**src/rtl/line_crop.sv**
```systemverilog
// line_crop: forwards a per-frame shadowed rectangular window of padded lines.
// Optional macro LINE_CROP_LINE_CHECK_EN enables the short/long line pulse.
module line_crop #(
  parameter logic [11:0] H_DISP = 12'd1920,
  parameter logic [11:0] V_DISP = 12'd1080,
  parameter int          DW     = 24
) (
  input  logic          clk,
  input  logic          rst,
  input  logic          vsync_i,
  input  logic [DW-1:0] data_i,
  input  logic          dataValid_i,
  input  logic [11:0]   cfg_x_start,
  input  logic [11:0]   cfg_width,
  input  logic [11:0]   cfg_y_start,
  input  logic [11:0]   cfg_height,
  output logic [DW-1:0] data_o,
  output logic          dataValid_o,
  output logic          line_err_o
);

  typedef enum logic [1:0] {
    WAIT_FRAME,
    BLANK,
    IN_LINE
  } state_t;

  state_t r_state;
  state_t w_state_nxt;

  logic [11:0]   r_px;
  logic [11:0]   r_line;
  logic [11:0]   r_xs;
  logic [11:0]   r_w;
  logic [11:0]   r_ys;
  logic [11:0]   r_h;
  logic [DW-1:0] r_data;
  logic          r_valid;

  logic [12:0] w_xsum;
  logic [12:0] w_ysum;
  logic [12:0] w_xend;
  logic [12:0] w_yend;
  logic        w_in_x;
  logic        w_in_y;
  logic        w_keep;
  logic        w_line_end;

  // 13-bit window ends so start+size never wraps before clamping
  assign w_xsum = {1'b0, r_xs} + {1'b0, r_w};
  assign w_ysum = {1'b0, r_ys} + {1'b0, r_h};
  assign w_xend = (w_xsum > {1'b0, H_DISP}) ? {1'b0, H_DISP} : w_xsum;
  assign w_yend = (w_ysum > {1'b0, V_DISP}) ? {1'b0, V_DISP} : w_ysum;

  assign w_in_x = ({1'b0, r_px} >= {1'b0, r_xs})
                & ({1'b0, r_px} < w_xend);
  assign w_in_y = ({1'b0, r_line} >= {1'b0, r_ys})
                & ({1'b0, r_line} < w_yend);

  assign w_keep = dataValid_i & (r_state != WAIT_FRAME)
                & ~vsync_i & w_in_x & w_in_y;

  assign w_line_end = (r_state == IN_LINE) & ~dataValid_i & ~vsync_i;

  always_ff @(posedge clk or posedge rst) begin
    if (rst) r_state <= WAIT_FRAME;
    else     r_state <= w_state_nxt;
  end

  always_comb begin
    w_state_nxt = r_state;
    unique case (r_state)
      WAIT_FRAME: if (vsync_i) w_state_nxt = BLANK;
      BLANK: begin
        if (vsync_i)          w_state_nxt = BLANK;
        else if (dataValid_i) w_state_nxt = IN_LINE;
      end
      IN_LINE: begin
        if (vsync_i)           w_state_nxt = BLANK;
        else if (!dataValid_i) w_state_nxt = BLANK;
      end
      default: w_state_nxt = WAIT_FRAME;
    endcase
  end

  always_ff @(posedge clk or posedge rst) begin
    if (rst) begin
      r_px   <= '0;
      r_line <= '0;
      r_xs   <= '0;
      r_w    <= '0;
      r_ys   <= '0;
      r_h    <= '0;
    end else if (vsync_i) begin
      r_px   <= '0;
      r_line <= '0;
      r_xs   <= cfg_x_start;
      r_w    <= cfg_width;
      r_ys   <= cfg_y_start;
      r_h    <= cfg_height;
    end else if (r_state != WAIT_FRAME) begin
      if (dataValid_i) begin
        if (r_px != 12'hFFF) r_px <= r_px + 12'd1;
      end else if (r_state == IN_LINE) begin
        r_px <= '0;
        if (r_line != 12'hFFF) r_line <= r_line + 12'd1;
      end
    end
  end

  always_ff @(posedge clk or posedge rst) begin
    if (rst) begin
      r_valid <= 1'b0;
      r_data  <= '0;
    end else begin
      r_valid <= w_keep;
      r_data  <= w_keep ? data_i : '0;
    end
  end

  assign dataValid_o = r_valid;
  assign data_o      = r_data;

`ifdef LINE_CROP_LINE_CHECK_EN
  logic r_err;

  always_ff @(posedge clk or posedge rst) begin
    if (rst) r_err <= 1'b0;
    else     r_err <= w_line_end & (r_px != H_DISP);
  end

  assign line_err_o = r_err;
`else
  assign line_err_o = 1'b0;
  logic w_unused;
  assign w_unused = w_line_end;
`endif

endmodule

```
**config.mk**
```make
export PLATFORM = sky130hd
export DESIGN_NAME = line_crop
export DESIGN_NICKNAME = d
export VERILOG_FILES = /design/src/rtl/line_crop.sv
export SDC_FILE = /design/constraint.sdc
export NUM_CORES = 1
export LEC_CHECK = 0
export CAP_MARGIN = 20
export CORE_MARGIN = 5
export CORE_UTILIZATION = 45
export CTS_CLUSTER_SIZE = 12
export DETAILED_ROUTE_END_ITERATION = 6
export MAX_ROUTING_LAYER = met4
export PLACE_DENSITY = 0.76
export SYNTH_ARGS = -nofsm -noshare
export SYNTH_HDL_FRONTEND = slang
export SYNTH_SLANG_ARGS = --single-unit
export TNS_END_PERCENT = 20
```
**constraint.sdc**
```tcl
create_clock -name clk -period 4.2 [get_ports clk]
set_clock_uncertainty 0.15 [all_clocks]
set_input_delay 0.84 -clock clk [delete_from_list [all_inputs] [get_ports clk]]
set_output_delay 0.84 -clock clk [all_outputs]
set_load 0.02 [all_outputs]
```
==> metrics <==
outcome finished with violations; violations in the final reports negative setup slack; mean instance size in the synthesized netlist 9.642 um2; fraction of power spent switching nets 32.18%; first-pass GRT wire length 27,660 um; buffer depth of the longest clock path 2; Worst Slack Setup Final -0.05505 ns; NetSw 894.5 uW; FF-to-FF path depth 17; count of distinct cell types in the synthesized netlist 62; worst reg-to-reg setup slack -0.06 ns; crit share post-route 101.3%; sequential fraction of design power 37.4%; Area contributors post-synth sky130_fd_sc_hd__dfrtp_1 (39%), sky130_fd_sc_hd__ha_1 (14%), sky130_fd_sc_hd__nand2_1 (4.7%); number of remaining DRC errors 0; First-pass DRT Iterations 5; Max rail drop VDD 0.2393 mV; setup violators final 24; cell count of the worst hold path 1; Fin. Hold Viols 0; antenna violations before repair 0; FF-to-FF Start r_ys[0]$_DFFE_PP0P_; layout-stage area growth over the synthesis result 32.39%; die height 129.5 um; arrival time of the worst setup path 4.38 ns; vias in the first global route 5,745; areal power density over the cells 326.5 nW/um2; final-report max-slew violation count 0; starting utilization of the core area 46.15%; Post-DP HPWL 12,460 um; standard cell with the maximum stage delay on the critical path sky130_fd_sc_hd__o41ai_2; global placement routability congestion 0.9042; Overflow after GRT 0; per-cell via count in the routed design 5.630; largest stage delay on the critical path 0.42 ns; Leakage 3.798 nW; endpoint of the worst hold-timing path r_w[3]$_DFFE_PP0P_; aggregate global-route resource usage 21.24%; Synth top area share 38.52%; Port Buf Inserts 100; root cell of the clock tree sky130_fd_sc_hd__clkbuf_16; endpoint of the lowest-slack register-to-register path data_o[1]$_DFF_PP0_; relative contribution of the clock network to total power 30.0%; Comb power frac 32.6%; worst setup path class flop to flop; worst endpoint required time 4.33 ns; ys flop type sky130_fd_sc_hd__dfrtp_1; final net count 953; EDFF count, synth 0; maximum level of the CTS H-tree 3; number of buffers created by CTS 9; clock period minus final worst setup slack 4.255 ns; post-synthesis cell type with the largest combined area sky130_fd_sc_hd__dfrtp_1; number of core rows 43; pin count of the biggest net entering global routing 100; remaining number of nets flagged by the antenna check after routing 0; Worst setup SP type flop; Antenna Cells 0; proportion of synthesized chip area in sequential cells 38.52%; clock tree sinks 99; TritonCTS clock tree done; number of instances in the synthesized netlist 667; Highest Clock Rate 235.0 MHz; biggest fanout along the worst timing path 25; ordered list of cells on the worst path ha_1, fa_1, a21o_1, nand4_1, buf_4, a31oi_1, o41ai_2, and2_4, nand2_1, ha_1, a41o_1, a211oi_2, nor4bb_2, buf_4, a31oi_4, buf_12, a211oi_2; slew at the pin closest to its max-slew limit 0.8581 ns; via count 5,562; Clk Latency, worst-skew pair 0.37 ns; die footprint 16,780 um2; CP Capture Type flop; fraction of layout instances using a drive strength above 1 17.82%; launch point of the worst hold path r_w[3]$_DFFE_PP0P_; Die Wd 129.5 um; Initial DRC Count 328; Floorplan Core Area 13,930 um2; total placed cells including tap cells 960; DRT Wirelength 17,030 um; Worst Hold Class flop to flop; count of placed standard cells in the final layout, fillers left out 988; register clock-pin slew on the reported worst setup and hold paths 0.08 ns; max_slew headroom 42.79%; unrepaired setup endpoints after global routing true; filler cell count 1,138; count of pins on the block boundary 102; average wire length per cell after detail routing 17.24 um; Max Cap Viol 0; share of async-settable or async-resettable flops after synthesis 100.0%; internal power 1.885 mW; combined area of all synthesized cells 6431 um2; flip-flop and latch count after synthesis 99; pre-CTS worst setup slack -0.2201 ns; number of warning messages in the yosys log 0
synth_stat cells, types with 3 or more instances:
cell type and n:
sky130_fd_sc_hd__nand3_1 19, sky130_fd_sc_hd__and3_1 6, sky130_fd_sc_hd__or3_1 4, sky130_fd_sc_hd__nor2b_1 8
sky130_fd_sc_hd__inv_1 35, sky130_fd_sc_hd__o21a_1 8, sky130_fd_sc_hd__nor4_1 4, sky130_fd_sc_hd__a21o_1 13
sky130_fd_sc_hd__xor2_1 14, sky130_fd_sc_hd__a211oi_2 21, sky130_fd_sc_hd__a31oi_1 4, sky130_fd_sc_hd__xnor2_1 17
sky130_fd_sc_hd__mux2_2 26, sky130_fd_sc_hd__o211ai_1 4, sky130_fd_sc_hd__buf_6 3, sky130_fd_sc_hd__dfrtp_1 99
sky130_fd_sc_hd__ha_1 72, sky130_fd_sc_hd__nand2_1 81, sky130_fd_sc_hd__a211oi_1 12, sky130_fd_sc_hd__nand2b_1 4
sky130_fd_sc_hd__and2_1 4, sky130_fd_sc_hd__o21ai_0 42, sky130_fd_sc_hd__nor3_1 6, sky130_fd_sc_hd__nand4_1 15
sky130_fd_sc_hd__clkbuf_1 20, sky130_fd_sc_hd__a21oi_1 28, sky130_fd_sc_hd__nor2_1 50, sky130_fd_sc_hd__o2111ai_1 3
cells in the final DEF (no fill, tap or decap), types with 7 or more instances in the layout:
cell type / n
sky130_fd_sc_hd__o21ai_0: 42
sky130_fd_sc_hd__xnor2_1: 17
sky130_fd_sc_hd__xor2_1: 14
sky130_fd_sc_hd__nor2_1: 50
sky130_fd_sc_hd__inv_1: 34
sky130_fd_sc_hd__buf_4: 40
sky130_fd_sc_hd__mux2_2: 26
sky130_fd_sc_hd__a211oi_2: 28
sky130_fd_sc_hd__nand4_1: 15
sky130_fd_sc_hd__ha_1: 69
sky130_fd_sc_hd__nand3_1: 19
sky130_fd_sc_hd__o21a_1: 8
sky130_fd_sc_hd__nor2b_1: 7
sky130_fd_sc_hd__a21oi_1: 27
sky130_fd_sc_hd__nand2_1: 79
sky130_fd_sc_hd__dfrtp_1: 99
sky130_fd_sc_hd__clkdlybuf4s50_1: 99
sky130_fd_sc_hd__clkbuf_16: 11
sky130_fd_sc_hd__a21o_1: 13
worst max-delay path by stage:
stage	startpoint	to	slack [ns]	cells past startpoint
4_1_cts	r_w[0]$_DFFE_PP0P_	data_o[23]$_DFF_PP0_	-0.20	16
6_report	r_ys[0]$_DFFE_PP0P_	data_o[1]$_DFF_PP0_	-0.06	17
3_3_place_gp	r_w[0]$_DFFE_PP0P_	data_o[3]$_DFF_PP0_	-0.04	16
3_5_place_dp	r_w[0]$_DFFE_PP0P_	data_o[1]$_DFF_PP0_	-0.22	16
2_1_floorplan	r_xs[0]$_DFFE_PP0P_	data_o[14]$_DFF_PP0_	0.006	17
5_1_grt	r_ys[4]$_DFFE_PP0P_	data_o[22]$_DFF_PP0_	-0.22	17
worst max-delay path, delay by kind of cell (launching register included):
| family | cells | cell delay, ns |
|---|---|---|
| and+or+nand+nor | 4 | 0.71 |
| buffers and inverters | 3 | 0.49 |
| adders and majority gates | 3 | 0.94 |
| AOI/OAI and AO/OA | 7 | 1.48 |
| DFF | 1 | 0.38 |
metal layers:
layer	global-route usage, %	share of wire (%)	up-vias	wire length [um]
met5	-	0	-	0
met4	8.680	3.2	0	550
met3	3.916	3.4	38	575
met2	36.71	52	114	8887
met1	24.33	41	2738	7017
li1	-	-	2672	-
power by group through the flow:
| stage | Clock, mW | Sequential, mW | Combinational, mW |
|---|---|---|---|
| finish | 0.834 | 1.04 | 0.906 |
| global route | 0.885 | 1.04 | 0.996 |
| CTS | 0.847 | 1.04 | 0.864 |
| detailed placement | 0 | 1.06 | 0.807 |
| global placement | 0 | 1.05 | 0.779 |
| floorplan | 0 | 1.04 | 0.513 |
layout make-up:
type | instances | area [um2] | share of cell area [%]
tap | 180 | 225.2 | 2.645
clock buffer | 10 | 239.0 | 2.807
clock inverter | 6 | 55.05 | 0.6466
multi-input combinational | 508 | 3871 | 45.47
sequential | 99 | 2477 | 29.10
timing repair buffer | 150 | 1513 | 17.77
inverter | 35 | 133.9 | 1.572
state kept, by name, summed over array words and instances, names as in the netlist:
register / flops
data_o: 24
r_state: 2
r_h: 12
r_px: 12
r_line: 12
r_xs: 12
r_ys: 12
r_w: 12
dataValid_o: 1
repair_timing:
action | CTS | global route
setup buffers | 2 | 6
pin swaps | 33 | 6
hold buffers | 0 | 0
gates resized for setup | 10 | 15
cloned | 3 | 1
endpoints found under the setup margin | 25 | 25
through the flow:
step	utilization (%)	setup TNS (ns)	instance area, um2	hold WS, ns	total power, mW
after global routing	61.10	-4.849	8514	0.3879	2.926
after global placement	57.05	-0.5797	7950	0.3362	1.834
after CTS	60.08	-4.157	8372	0.3699	2.751
final	61.10	-0.5885	8514	0.3688	2.780
after floorplan	-	0	6499	0.3266	1.558
after detailed placement	57.05	-3.909	7950	0.3561	1.864
cell families (layout without fill, tap and decap cells):
group	count (synthesis)	in the layout	share of synthesized area, %
AND/OR/NAND/NOR	210	210	15.23
flip-flops	99	99	38.52
AO/OA/AOI/OAI	163	163	18.56
other	2	3	0.1168
buffers and inverters	61	201	4.008
adder cells (fa/ha/maj)	74	74	14.63
XOR/XNOR	31	31	4.222
multiplexers	27	27	4.708
Note: power is estimated with default switching activity, not from simulation.
